[config.mk]
export PLATFORM = sky130hd
export DESIGN_NAME = instr_fetch_flat
export DESIGN_NICKNAME = d
export VERILOG_FILES = /design/src/rtl/instr_fetch_if.sv /design/src/rtl/instr_fetch.sv /design/src/flat_wrapper.sv
export SDC_FILE = /design/constraint.sdc
export NUM_CORES = 1
export LEC_CHECK = 0
export CAP_MARGIN = 10
export CORE_ASPECT_RATIO = 1.75
export CORE_MARGIN = 5
export CORE_UTILIZATION = 45
export DETAILED_ROUTE_END_ITERATION = 7
export PLACE_DENSITY = 0.75
export SYNTH_ARGS = -nofsm -noshare
export SYNTH_HDL_FRONTEND = slang
export SYNTH_SLANG_ARGS = --single-unit
[constraint.sdc]
create_clock -name i_clk -period 2.2 [get_ports i_clk]
set_input_delay 0.33 -clock i_clk [delete_from_list [all_inputs] [get_ports i_clk]]
set_output_delay 0.33 -clock i_clk [all_outputs]
set_load 0.03 [all_outputs]
[src/rtl/instr_fetch_if.sv]
// Fetch-stage bundle: instruction memory req/ack port, decoder valid/ready port, redirect input.
// FETCH_MISALIGN_TRAP_EN adds the o_misaligned status line.
interface instr_fetch_if;
  logic        o_imem_req;
  logic [31:0] o_imem_addr;
  logic        i_imem_ack;
  logic [31:0] i_imem_rdata;
  logic        o_valid;
  logic        i_ready;
  logic [31:0] o_opcode;
  logic [31:0] o_pc;
  logic        i_redirect;
  logic [31:0] i_redirect_addr;
`ifdef FETCH_MISALIGN_TRAP_EN
  logic        o_misaligned;
`endif

  modport master (
    output o_imem_req, o_imem_addr, o_valid, o_opcode, o_pc,
    input  i_imem_ack, i_imem_rdata, i_ready, i_redirect, i_redirect_addr
`ifdef FETCH_MISALIGN_TRAP_EN
    , output o_misaligned
`endif
  );

  modport slave (
    input  o_imem_req, o_imem_addr, o_valid, o_opcode, o_pc,
    output i_imem_ack, i_imem_rdata, i_ready, i_redirect, i_redirect_addr
`ifdef FETCH_MISALIGN_TRAP_EN
    , input o_misaligned
`endif
  );
endinterface

[src/rtl/instr_fetch.sv]
// Instruction fetch: one outstanding imem request, OUT+SKID output queue, redirect flush/discard.
// Define FETCH_MISALIGN_TRAP_EN to trap misaligned redirect targets instead of masking them.
module instr_fetch #(
  parameter logic [31:0] RESET_PC = 32'h0000_0000
) (
  input logic            i_clk,
  input logic            i_rst_n,
  instr_fetch_if.master  bus
);

  logic        req_q;
  logic [31:0] addr_q;
  logic [31:0] fetch_pc;
  logic        out_v, skid_v;
  logic [31:0] out_op, out_pc, skid_op, skid_pc;
  logic        discard;
  logic        mis_q;

  logic        ack_fire, consume, out_free, take, req_free, launch_ok;
  logic        n_out_v, n_skid_v, tgt_bad;
  logic [31:0] tgt, pc_after;

`ifdef FETCH_MISALIGN_TRAP_EN
  assign tgt     = bus.i_redirect_addr;
  assign tgt_bad = |bus.i_redirect_addr[1:0];
  assign bus.o_misaligned = mis_q;
`else
  assign tgt     = bus.i_redirect_addr & ~32'h3;
  assign tgt_bad = 1'b0;
`endif

  assign ack_fire = req_q & bus.i_imem_ack;
  assign consume  = out_v & bus.i_ready;
  assign out_free = ~out_v | consume;
  // Acks of a request issued before a redirect are swallowed here.
  assign take     = ack_fire & ~discard;
  assign req_free = ~req_q | ack_fire;
  assign pc_after = take ? fetch_pc + 32'd4 : fetch_pc;

  always_comb begin
    n_out_v  = out_v;
    n_skid_v = skid_v;
    if (out_free) begin
      if (skid_v) begin
        n_out_v  = 1'b1;
        n_skid_v = take;
      end else begin
        n_out_v  = take;
        n_skid_v = 1'b0;
      end
    end else if (take) begin
      n_skid_v = 1'b1;
    end
  end

  // A new request occupies a slot, so launch only while at least one stays free.
  assign launch_ok = req_free & ~(n_out_v & n_skid_v) & ~mis_q;

  always_ff @(posedge i_clk) begin
    if (!i_rst_n) begin
      req_q    <= 1'b0;
      addr_q   <= RESET_PC;
      fetch_pc <= RESET_PC;
      out_v    <= 1'b0;
      skid_v   <= 1'b0;
      out_op   <= 32'h0;
      out_pc   <= 32'h0;
      skid_op  <= 32'h0;
      skid_pc  <= 32'h0;
      discard  <= 1'b0;
      mis_q    <= 1'b0;
    end else if (bus.i_redirect) begin
      out_v    <= 1'b0;
      skid_v   <= 1'b0;
      fetch_pc <= tgt;
      mis_q    <= tgt_bad;
      if (tgt_bad) out_pc <= bus.i_redirect_addr;
      if (req_q && !bus.i_imem_ack) begin
        discard <= 1'b1;
      end else begin
        discard <= 1'b0;
        req_q   <= ~tgt_bad;
        if (!tgt_bad) addr_q <= tgt;
      end
    end else begin
      out_v    <= n_out_v;
      skid_v   <= n_skid_v;
      fetch_pc <= pc_after;
      if (ack_fire) discard <= 1'b0;
      if (out_free) begin
        if (skid_v) begin
          out_op <= skid_op;
          out_pc <= skid_pc;
        end else if (take) begin
          out_op <= bus.i_imem_rdata;
          out_pc <= fetch_pc;
        end
      end
      // SKID is always older than a same-cycle ack, so a new word lands there only behind it.
      if (take && !(out_free && !skid_v)) begin
        skid_op <= bus.i_imem_rdata;
        skid_pc <= fetch_pc;
      end
      if (req_free) begin
        req_q <= launch_ok;
        if (launch_ok) addr_q <= pc_after;
      end
    end
  end

  assign bus.o_imem_req  = req_q;
  assign bus.o_imem_addr = addr_q;
  assign bus.o_valid     = out_v;
  assign bus.o_opcode    = out_op;
  assign bus.o_pc        = out_pc;

endmodule

[src/flat_wrapper.sv]
// flat-port wrapper written by rule: the top's interface ports become plain ports
module instr_fetch_flat 
#(
  parameter logic [31:0] RESET_PC = 32'h0000_0000
)
  (i_clk, i_rst_n, bus_o_imem_req, bus_o_imem_addr, bus_o_valid, bus_o_opcode, bus_o_pc, bus_i_imem_ack, bus_i_imem_rdata, bus_i_ready, bus_i_redirect, bus_i_redirect_addr);
  instr_fetch_if bus_i ();
  input logic i_clk;
  input logic i_rst_n;
  output wire logic [$bits(bus_i.o_imem_req)-1:0] bus_o_imem_req;
  output wire logic [$bits(bus_i.o_imem_addr)-1:0] bus_o_imem_addr;
  output wire logic [$bits(bus_i.o_valid)-1:0] bus_o_valid;
  output wire logic [$bits(bus_i.o_opcode)-1:0] bus_o_opcode;
  output wire logic [$bits(bus_i.o_pc)-1:0] bus_o_pc;
  input wire logic [$bits(bus_i.i_imem_ack)-1:0] bus_i_imem_ack;
  input wire logic [$bits(bus_i.i_imem_rdata)-1:0] bus_i_imem_rdata;
  input wire logic [$bits(bus_i.i_ready)-1:0] bus_i_ready;
  input wire logic [$bits(bus_i.i_redirect)-1:0] bus_i_redirect;
  input wire logic [$bits(bus_i.i_redirect_addr)-1:0] bus_i_redirect_addr;
  assign bus_o_imem_req = bus_i.o_imem_req;
  assign bus_o_imem_addr = bus_i.o_imem_addr;
  assign bus_o_valid = bus_i.o_valid;
  assign bus_o_opcode = bus_i.o_opcode;
  assign bus_o_pc = bus_i.o_pc;
  assign bus_i.i_imem_ack = bus_i_imem_ack;
  assign bus_i.i_imem_rdata = bus_i_imem_rdata;
  assign bus_i.i_ready = bus_i_ready;
  assign bus_i.i_redirect = bus_i_redirect;
  assign bus_i.i_redirect_addr = bus_i_redirect_addr;
  instr_fetch #(.RESET_PC(RESET_PC)) u_core (.i_clk(i_clk), .i_rst_n(i_rst_n), .bus(bus_i));
endmodule
Yosys cells after proc, flatten, opt, wreduce, memory -nomap -nowiden
Index checks and enable logic that the tools add are counted.
W data, S select, Z words.
{"block": "totals", "in_bits": 69, "word_cells": 62, "register_bits": 196}
{"block": "classes", "addsub": 1, "bitwise_logic": 13, "n_eq_ne": 1, "n_reduce_logical": 15, "mux": 21}
{"op": "$mux W32", "n": 10}
{"op": "$add A32 B3 Y32 const B", "n": 1}
{"op": "$mux W1", "n": 11}
{"op": "$reduce_bool A2 Y1", "n": 4}
{"op": "$not A1 Y1", "n": 6}
{"op": "$reduce_and A3 Y1", "n": 2}
{"op": "$and A1 B1 Y1", "n": 5}
{"op": "$reduce_and A2 Y1", "n": 2}
{"op": "$logic_and A1 B1 Y1", "n": 3}
{"op": "$logic_not A1 Y1", "n": 3}
{"op": "$ne A2 B2 Y1 const B", "n": 1}
{"op": "$or A1 B1 Y1", "n": 2}
{"op": "$reduce_or A2 Y1", "n": 1}

Longest topological paths before layout
Gate-level depths: netlist (run 1).
{"block": "depth", "word_depth": 10, "ltp_mapped": 8}

Worst setup path before layout (run 1)
Ideal clock, no wire load.
{"block": "synth_path", "path_kind": "flip-flop to flip-flop", "startpoint": "register u_core.req_q (netlist: u_core.bus.o_imem_req)", "endpoint": "register u_core.addr_q[31] (netlist: u_core.bus.o_imem_addr[31])", "arrival_time_ps": 2427, "setup_time_ps": 74, "setup_slack_ps": -302, "required_time_ps": 2126, "path_stages_with_launch": 6, "period_less_slack_ps": 2502, "cell_sequence": "dfxtp_1 nand3b_4 or4_4 or4_4 or4_1 a31oi_1"}
{"block": "synth_between", "elab_chain_cells": 9, "elab_cells_between_ends": 21, "cone_classes": "eq/ne: 1; mux: 9; bitwise: 7; reduce/logical: 4"}
{"element": "start, declared", "line_no": "instr_fetch.sv:11", "source": "logic req_q;"}
{"element": "start signal, assigned", "line_no": "instr_fetch.sv:82", "source": "req_q <= ~tgt_bad;"}
{"element": "start signal, assigned", "line_no": "instr_fetch.sv:105", "source": "req_q <= launch_ok;"}
{"element": "$and A1 B1 Y1", "line_no": "instr_fetch.sv:32", "source": "assign ack_fire = req_q & bus.i_imem_ack;"}
{"element": "$and A1 B1 Y1", "line_no": "instr_fetch.sv:36", "source": "assign take = ack_fire & ~discard;"}
{"element": "$mux W1 (on tied branches)", "line_no": "instr_fetch.sv:44, instr_fetch.sv:51"}
{"element": "$mux W1", "line_no": "instr_fetch.sv:43", "source": "if (out_free) begin"}
{"element": "$and A1 B1 Y1", "line_no": "instr_fetch.sv:57", "source": "assign launch_ok = req_free & ~(n_out_v & n_skid_v) & ~mis_q;"}
{"element": "$not A1 Y1", "line_no": "instr_fetch.sv:57"}
{"element": "$and A1 B1 Y1", "line_no": "instr_fetch.sv:57"}
{"element": "$reduce_bool A2 Y1 (no line)"}
{"element": "$reduce_and A3 Y1 (no line)"}
{"element": "end signal, assigned", "line_no": "instr_fetch.sv:83", "source": "if (!tgt_bad) addr_q <= tgt;"}
{"element": "end signal, assigned", "line_no": "instr_fetch.sv:106", "source": "if (launch_ok) addr_q <= pc_after;"}
{"element": "end, declared", "line_no": "instr_fetch.sv:12", "source": "logic [31:0] addr_q;"}
Several ways; a longest one is shown, not always the timed one. The select of a mux whose other input is x is not followed.
A chain may end at the register's enable or synchronous reset.

Worst setup path in the final report (run 1)
{"block": "layout_path", "startpoint": "register u_core.fetch_pc[21]", "endpoint": "register u_core.addr_q[31] (netlist: u_core.bus.o_imem_addr[31])"}
{"block": "layout_between", "elab_chain_cells": 5}
{"element": "start, declared", "line_no": "instr_fetch.sv:13", "source": "logic [31:0] fetch_pc;"}
{"element": "start signal, assigned", "line_no": "instr_fetch.sv:75", "source": "fetch_pc <= tgt;"}
{"element": "start signal, assigned", "line_no": "instr_fetch.sv:88", "source": "fetch_pc <= pc_after;"}
{"element": "$add A32 B3 Y32", "line_no": "instr_fetch.sv:38", "source": "assign pc_after = take ? fetch_pc + 32'd4 : fetch_pc;"}
{"element": "$mux W32", "line_no": "instr_fetch.sv:38"}
{"element": "$mux W32", "line_no": "instr_fetch.sv:106"}
{"element": "$mux W32", "line_no": "instr_fetch.sv:104", "source": "if (req_free) begin"}
{"element": "$mux W32", "line_no": "instr_fetch.sv:72", "source": "end else if (bus.i_redirect) begin"}
No other way between the ends. The select of a mux whose other input is x is not followed.

==> results of run 1 <==
## cells by family after synthesis
| kind of cell | after synthesis | share of synthesized area [%] |
|---|---|---|
| buffers and inverters | 83 | 4.25 |
| other | 1 | 0.0479 |
| XOR/XNOR | 13 | 1.45 |
| adder cells (fa/ha/maj) | 1 | 0.160 |
| flip-flops | 188 | 48.0 |
| AND/OR/NAND/NOR | 352 | 20.4 |
| multiplexers | 66 | 8.43 |
| AO/OA/AOI/OAI | 213 | 17.2 |
## worst paths after layout
path | from | endpoint | slack (ns) | depth (start not counted)
setup / recovery | u_core.fetch_pc[21] | u_core.bus.o_imem_addr[31] | 0.02 | 5
hold reg to reg | u_core.skid_op[31] | u_core.skid_op[31] | 0.45 | 2
setup reg to reg | u_core.fetch_pc[21] | u_core.bus.o_imem_addr[31] | 0.02 | 5
hold / removal | u_core.skid_op[31] | u_core.skid_op[31] | 0.45 | 2
## power by group through the flow
| stage | registers (mW) | logic, mW | clock network (mW) |
|---|---|---|---|
| finish | 3.64 | 1.12 | 3.00 |
| global route | 3.65 | 1.21 | 3.19 |
| CTS | 3.64 | 1.13 | 3.05 |
| detailed placement | 3.71 | 1.12 | 0 |
| global placement | 3.71 | 1.11 | 0 |
| floorplan | 3.92 | 0.384 | 0 |
## stage by stage
step	total power [mW]	instance area (um2)	util, %	instances	setup TNS [ns]
final	7.76	10800	62.3	1346	0
after global placement	4.82	10200	59.0	1316	-1.61
after CTS	7.82	10800	62.3	1346	-0.000574
after global routing	8.06	10800	62.3	1346	-0.0350
after floorplan	4.30	7880	-	920	-0.0248
after detailed placement	4.84	10200	59.0	1316	-2.41
## layer usage
metal  vias up  part of all wire [%]  track usage, %
met5         -                     0               0
met4         0                   2.5            7.39
met3        32                   3.4            3.54
met2       159                    52            38.1
met1      3315                    42            25.4
li1       3588                     -               -
## worst max-delay path, stage by stage (launching register included)
cell	delay [ns]
dfxtp_2	0.33
nand4_1	0.14
or4_4	0.58
or4_4	0.49
or4_1	0.40
a31oi_1	0.17
## cell usage in the layout (no fill, tap or decap), drive strengths merged, types with 18 or more instances in the layout
| cell | instances |
|---|---|
| mux2i | 66 |
| nand3 | 28 |
| nor2 | 96 |
| a21oi | 79 |
| nand2 | 148 |
| clkdlybuf4s50 | 160 |
| dfxtp | 188 |
| nor3 | 18 |
| o21ai | 28 |
| a211oi | 62 |
| buf | 83 |
## sequential cells by signal, indices dropped and copies added, names as in the netlist
signal,count
u_core.bus.o_opcode,32
u_core.skid_op,32
u_core.bus.o_imem_addr,30
u_core.bus.o_pc,30
u_core.fetch_pc,30
u_core.skid_pc,30
u_core.bus.o_imem_req,1
u_core.bus.o_valid,1
u_core.discard,1
u_core.skid_v,1
## layout make-up
type,instances,area (um2)
Inverter,5,21.3
Tap cell,231,289
Timing Repair Buffer,243,2340
Clock buffer,17,425
Multi-Input combinational cell,649,3780
Fill cell,1524,6520
Sequential cell,188,3780
Clock inverter,13,143
## what timing repair did
item,4_1_cts,5_1_grt
pin swaps,3,1
gates resized for setup,4,1
setup endpoints to repair,1,1
==> out/metrics.yaml, run 1 <==
worst_slew_pin_slew_ns: 0.681
numCtsBuffers: 17
finalWirelength_mm: 21.0
clock_latency_ns: 0.43
clockBufferDepth: 2
fmax_mhz: 459
ant_nets: 0
avgRoutedWirePerCell_um: 15.6
endpoint_kind: "flop"
initial_core_util_pct: 45.3
cts.sinks: 188
pre_cts_ws_ns: -0.335
grt_remaining_overflow: 0
crit_path_start_kind: "flop"
dr.first_iter.drc_count: 280
gp_congestion: 0.923
syn_area_mm2: 0.00784
avgViaCountPerCell: 5.27
ys_ff_latch: 188
grt_pass1_vias: 6971
dieArea_mm2: 0.0203
setup_viol_count_final: 0
synth_edf_count: 0
min_period_over_period_pct: 99.1
clkTransAtPathRegs_ns: 0.07
numPortBuffers: 160
boundaryPins: 167
rsz0062_at_grt: "true"
maxSlewViolCount: 0
die_x_um: 110
grt_max_degree: 47
async_reset_ff_share_pct: 0
p_clk_share_pct: 38.6
ctsHoldBuffers: 0
combPwrFrac_pct: 14.5
htree_levels: 4
antenna_found_initial: 0
fin_hold_ws_ns: 0.453
via_count: 7094
cts_setup_buffers: 0
hold_class: "reg2reg"
yosysTopAreaCellShare_pct: 48.0
arrival_ns: 2.53
first_pass_iters: 5
leakage_nw: 3.75
pwr-share-seq_pct: 46.9
crit_type: "reg2reg"
synth_common_cells: "188 x dfxtp_1, 148 x nand2_1, 96 x nor2_1"
synth_ff_type: "dfxtp_1"
ys_warn_count: 0
hold_violations: 0
cts_root_buffer: "clkbuf_16"
slew_headroom_pct: 54.6
cp.required_ns: 2.55
n_antenna_cell: 0
final_nets: 1174
drv_cap: 0
synth.avg_cell_area_um2: 8.54
yosysSeqAreaShare_pct: 48.0
synthTopCellsByArea: "dfxtp_1 48%, mux2i_1 8.4%, nand2_1 7.1%"
grt_first_pass_wirelength_mm: 34.5
power_switching_mw: 2.03
syn_inst: 917
finClkSkew_ns: 0.0126
internal-power_mw: 5.72
cts_tree: "built"
synth_cell_type_count: 49
drive_gt1_share_pct: 12.5
synth_top_area_cell: "dfxtp_1"
swShare_pct: 26.2
status: "completed"
route.detailed.drc: 0
cellPowerDensity_mw_per_mm2: 720
syn_to_final_growth_pct: 37.5
grtUsageTotal_pct: 21.3
die_y_um: 185
fin_ws_ns: 0.0204
ir_drop_mv: 0.463
fin_crit_ns: 2.18
fp.coreArea_mm2: 0.0173
rows: 64
hpwl_mm: 15.2
yosysMostFrequentCell: "dfxtp_1"
cp_max_fo: 2
(Power assumes the default switching activity.)
==> run 2, diff against run 1 <==
Settings changed: GPL_ROUTABILITY_DRIVEN from default to 0, PLACE_DENSITY 0.75 to 0.82.
==> out/metrics.yaml, run 2 (synthesized netlist as in run 1, its figures left out) <==
ir_drop_mv: 0.437  # -5.5%
regToRegStartpoint: "u_core.fetch_pc[24]"
cts_tree: "built"
hold_violations: 0  # unchanged
leakage_nw: 3.73  # -0.52%
final_common_cell: "dfxtp_1"
maxSlewViolCount: 0  # unchanged
total_power_mw: 7.67  # -1.1%
arrival_ns: 2.56  # +0.03 ns
clock_latency_ns: 0.43  # about the same
status: "finished with violations"
grt_max_degree: 67  # +43%
post-route-util_pct: 62.2  # -0.087 points
syn_to_final_growth_pct: 37.3
clockBufferDepth: 2  # unchanged
fmax_mhz: 451  # -1.7%
numCtsBuffers: 17  # unchanged
rows: 64  # unchanged
grt_first_pass_wirelength_mm: 33.8  # -1.9%
antenna_found_initial: 1  # +1
setup_viol_count_final: 1  # +1
grt_remaining_overflow: 0  # unchanged
avgViaCountPerCell: 5.42  # +2.8%
ctsHoldBuffers: 0  # unchanged
cp.required_ns: 2.55  # about the same
hold_start: "u_core.skid_pc[16]"
ant_nets: 0  # unchanged
crit_slowest_cell: "or4_4"
fin_ws_ns: -0.0161  # -0.0366 ns
route.detailed.drc: 0  # unchanged
fin_hold_ws_ns: 0.454  # +0.00130 ns
grtUsageTotal_pct: 20.8  # -0.58 points
avgRoutedWirePerCell_um: 15.4  # -1.3%
numPortBuffers: 160  # unchanged
dieArea_mm2: 0.0203  # unchanged
fin_area_mm2: 0.0108  # -0.14%
slew_headroom_pct: 63.4  # +8.8 points
cp_max_fo: 3  # +1
die_x_um: 110  # unchanged
final_cell_mix: "179 x dfxtp_1, 160 x clkdlybuf4s50_1, 148 x nand2_1, 96 x nor2_1, 79 x a21oi_1"
holdPathStages: 2  # unchanged
fp.coreArea_mm2: 0.0173  # unchanged
reg2reg_to: "u_core.bus.o_imem_addr[31]"
worst_slew_pin_slew_ns: 0.547  # -0.134 ns
reg2reg_depth: 5  # unchanged
clkTransAtPathRegs_ns: 0.07  # about the same
violations: "negative setup slack"
endpoint_kind: "flop"
min_period_over_period_pct: 101  # +1.7 points
die_y_um: 185  # unchanged
drive_gt1_share_pct: 12.3  # -0.17 points
crit_chain: "nand3_1 -> or4_4 -> or4_4 -> or4_1 -> a31oi_1"
timing.reg2reg.setup_slack_ns: -0.02  # -0.04 ns
crit_top_cell: "or4_4"
dr.first_iter.drc_count: 355  # +27%
first_pass_iters: 6  # +1
cts_root_buffer: "clkbuf_16"
hold_class: "reg2reg"
drv_cap: 0  # unchanged
initial_core_util_pct: 45.3  # unchanged
htree_levels: 4  # unchanged
finalWirelength_mm: 20.7  # -1.3%
final_nets: 1171  # -0.26%
rsz0062_at_grt: "true"
detailed_place.area_mm2: 0.0102  # about the same
crit_path_start_kind: "flop"
via_count: 7290  # +2.8%
crit_type: "reg2reg"
final.setup.tns_ns: -0.0161  # -0.0161 ns
grt_pass1_vias: 6946  # -0.36%
cellPowerDensity_mw_per_mm2: 713  # -0.97%
boundaryPins: 167  # unchanged
fin_crit_ns: 2.22  # +0.0366 ns
hpwl_mm: 14.8  # -2.2%
finClkSkew_ns: 0.0125  # -0.000110 ns
cts_setup_buffers: 0  # unchanged
hold_end: "u_core.skid_pc[16]"
cts.sinks: 188  # unchanged
critPathMaxStageDelay_ns: 0.57  # about the same
run 2: power breakdown:
part	internal, mW	switching (mW)
Combinational	0.510	0.623
Clock	1.50	1.40
Sequential	3.55	0.0895
run 2: worst max-delay path: cells and delay by family (launching register included):
kind | cells | cell delay (ns)
simple gates | 4 | 1.57
flops | 1 | 0.37
compound gates | 1 | 0.19
run 2: worst max-delay path by stage:
| stage | end | cells past startpoint | from |
|---|---|---|---|
| 6_report | u_core.bus.o_imem_addr[31] | 5 | u_core.fetch_pc[24] |
| 5_1_grt | u_core.bus.o_imem_addr[31] | 5 | u_core.fetch_pc[21] |
| 4_1_cts | u_core.bus.o_imem_addr[31] | 5 | u_core.fetch_pc[20] |
| 3_5_place_dp | u_core.bus.o_imem_addr[31] | 6 | bus_i_imem_ack |
| 3_3_place_gp | u_core.bus.o_imem_addr[31] | 6 | bus_i_imem_ack |
| 2_1_floorplan | u_core.bus.o_imem_addr[31] | 6 | u_core.fetch_pc[20] |
run 2: what timing repair did:
item / 4_1_cts / 5_1_grt
setup endpoints to repair: 1 / 2
gates resized for setup: 1 / 4
pin swaps: 3 / 1
run 2: per-stage QoR:
| step | instances | setup slack [ns] |
|---|---|---|
| 2_1_floorplan | 920 | -0.0248 |
| 3_3_place_gp | 1313 | -0.377 |
| 3_5_place_dp | 1313 | -0.416 |
| 4_1_cts | 1345 | 0.00586 |
| 5_1_grt | 1346 | -0.0929 |
| 6_report | 1346 | -0.0161 |
run 2: layer usage:
metal  vias up  routed length [um]  track usage [%]
met5         -                   0                0
met4         0                 549             8.29
met3        48                 991             3.43
met2       231               11000             37.5
met1      3399                8200             23.9
li1       3612                   -                -
run 2: layout make-up:
| type | count | area (um2) |
|---|---|---|
| timing repair buffer | 240 | 2330 |
| fill | 1437 | 6540 |
| clock buffer | 18 | 429 |
| clock inverter | 14 | 126 |
| multi-input combinational | 649 | 3780 |
| antenna | 1 | 2.50 |
| tap | 231 | 289 |
| inverter | 5 | 21.3 |
| sequential | 188 | 3780 |
==> run 3, diff against run 2 <==
Settings changed: PLACE_DENSITY 0.82 to 0.79, REMOVE_ABC_BUFFERS from default to 1.
Clock period 2.2 ns to 2.8 ns, I/O delays scaled along.
==> out/metrics.yaml, run 3 (synthesized netlist as in run 1, its figures left out) <==
n_antenna_cell: 0  # -1
ctsHoldBuffers: 0  # unchanged
hpwl_mm: 14.3  # -3.5%
fin_crit_ns: 2.45  # +0.231 ns
pre_cts_ws_ns: 0.0365  # +0.452 ns
cp_max_fo: 7  # +4
nFillCells: 1540  # +7.2%
met3_usage_pct: 3.68  # +0.25 points
drive_gt1_share_pct: 7.94  # -4.4 points
cellPowerDensity_mw_per_mm2: 585  # -18%
setup_viol_count_final: 0  # -1
die_y_um: 185  # unchanged
rows: 64  # unchanged
clock_latency_ns: 0.43  # about the same
antenna_found_initial: 0  # -1
crit_type: "reg2reg"
hold_violations: 0  # unchanged
ctsResizeCount: 0  # -1
grt_max_degree: 89  # +33%
cp.required_ns: 3.15  # +0.60 ns
grt_pass1_vias: 6861  # -1.2%
fin_area_mm2: 0.0104  # -3.3%
min_period_over_period_pct: 87.4  # -13 points
final_cell_mix: "187 x dfxtp_1, 160 x clkdlybuf4s50_1, 148 x nand2_1, 96 x nor2_1, 79 x a21oi_1"
boundaryPins: 167  # unchanged
dieArea_mm2: 0.0203  # unchanged
grt_use_met2_pct: 37.3  # -0.20 points
grt_first_pass_wirelength_mm: 33.7  # -0.49%
clockBufferDepth: 2  # unchanged
power_switching_mw: 1.69  # -20%
combPwrFrac_pct: 13.4  # -1.4 points
hold_class: "reg2reg"
endpoint_kind: "flop"
status: "completed"
total_power_mw: 6.08  # -21%
top_usage_layer: "met2"
gr-usage-met1_pct: 24.4  # +0.45 points
fmax_mhz: 409  # -9.4%
crit_path_start_kind: "flop"
cts_tree: "built"
clkTransAtPathRegs_ns: 0.07  # about the same
p_clk_share_pct: 39.3  # +1.5 points
route.detailed.drc: 0  # unchanged
ir_drop_mv: 0.395  # -9.6%
final.setup.tns_ns: 0  # +0.0161 ns
finClkSkew_ns: 0.0119  # -0.000627 ns
cts_setup_buffers: 0  # unchanged
post-route-util_pct: 60.1  # -2.1 points
numCtsBuffers: 17  # unchanged
fp.coreArea_mm2: 0.0173  # unchanged
via_count: 7055  # -3.2%
initial_core_util_pct: 45.3  # unchanged
swShare_pct: 27.8  # +0.25 points
cts_root_buffer: "clkbuf_16"
internal-power_mw: 4.39  # -21%
rsz0062_at_grt: "false"
slew_headroom_pct: 56.6  # -6.9 points
die_x_um: 110  # unchanged
syn_to_final_growth_pct: 32.7
finalWirelength_mm: 20.9  # +0.93%
drv_cap: 0  # unchanged
htree_levels: 4  # unchanged
ant_nets: 0  # unchanged
avgViaCountPerCell: 5.42  # +0.12%
worst_slew_pin_slew_ns: 0.650  # +0.103 ns
arrival_ns: 2.80  # +0.24 ns
grt_remaining_overflow: 0  # unchanged
dr.first_iter.drc_count: 431  # +21%
final_common_cell: "dfxtp_1"
detailed_place.area_mm2: 0.00980  # -3.8%
cts.sinks: 188  # unchanged
leakage_nw: 3.52  # -5.6%
grtUsageTotal_pct: 21.0  # +0.24 points
maxSlewViolCount: 0  # unchanged
numPortBuffers: 160  # unchanged
final_nets: 1127  # -3.8%
pwr-share-seq_pct: 47.3  # about the same
avgRoutedWirePerCell_um: 16.1  # +4.4%
fin_ws_ns: 0.353  # +0.369 ns
first_pass_iters: 5  # -1
run 3: changes by cell type in the layout (fill, tap and decap cells not counted), sizes merged:
cell / before / now
buf: 80 / 36
clkinv: 3 / 6
clkinvlp: 2 / 1
diode: 1 / 0
inv: 14 / 12
run 3: routing by layer:
layer	vias to the layer above	share of wire (%)
li1	3519	-
met1	3308	40
met2	194	53
met3	34	3.9
met4	0	3.1
met5	-	0
run 3: final timing paths:
| check | from | to | slack [ns] | cells after the start |
|---|---|---|---|---|
| setup / recovery | u_core.fetch_pc[22] | u_core.bus.o_imem_addr[31] | 0.35 | 5 |
| hold / removal | u_core.skid_pc[5] | u_core.skid_pc[5] | 0.46 | 2 |
| setup reg to reg | u_core.fetch_pc[22] | u_core.bus.o_imem_addr[31] | 0.35 | 5 |
| hold reg to reg | u_core.skid_pc[5] | u_core.skid_pc[5] | 0.46 | 2 |
run 3: power groups by stage:
stage / logic, mW / registers, mW / clock network [mW]
floorplan: 0.272 / 3.08 / 0
global placement: 0.805 / 2.94 / 0
detailed placement: 0.814 / 2.94 / 0
CTS: 0.818 / 2.88 / 2.44
global route: 0.876 / 2.90 / 2.54
finish: 0.812 / 2.88 / 2.39
run 3: layout make-up:
type                       instances  area [um2]  area share, %
tap                              231         289           2.78
inverter                           5        21.3          0.205
clock inverter                    14         145           1.40
timing repair buffer             196        1960           18.8
multi-input combinational        649        3770           36.2
sequential                       188        3770           36.2
clock buffer                      18         450           4.33
run 3: stage by stage:
| step | cells | hold slack, ns |
|---|---|---|
| 3_3_place_gp | 1269 | 0.441 |
| 6_report | 1301 | 0.455 |
| 2_1_floorplan | 842 | 0.436 |
| 4_1_cts | 1301 | 0.456 |
| 5_1_grt | 1301 | 0.471 |
| 3_5_place_dp | 1269 | 0.446 |
run 3: critical path: stages, from the launching register on:
cell     delay (ns)
dfxtp_1        0.45
nand4_1        0.25
or4_4          0.61
or4_4          0.49
or4_1          0.40
a31oi_1        0.18
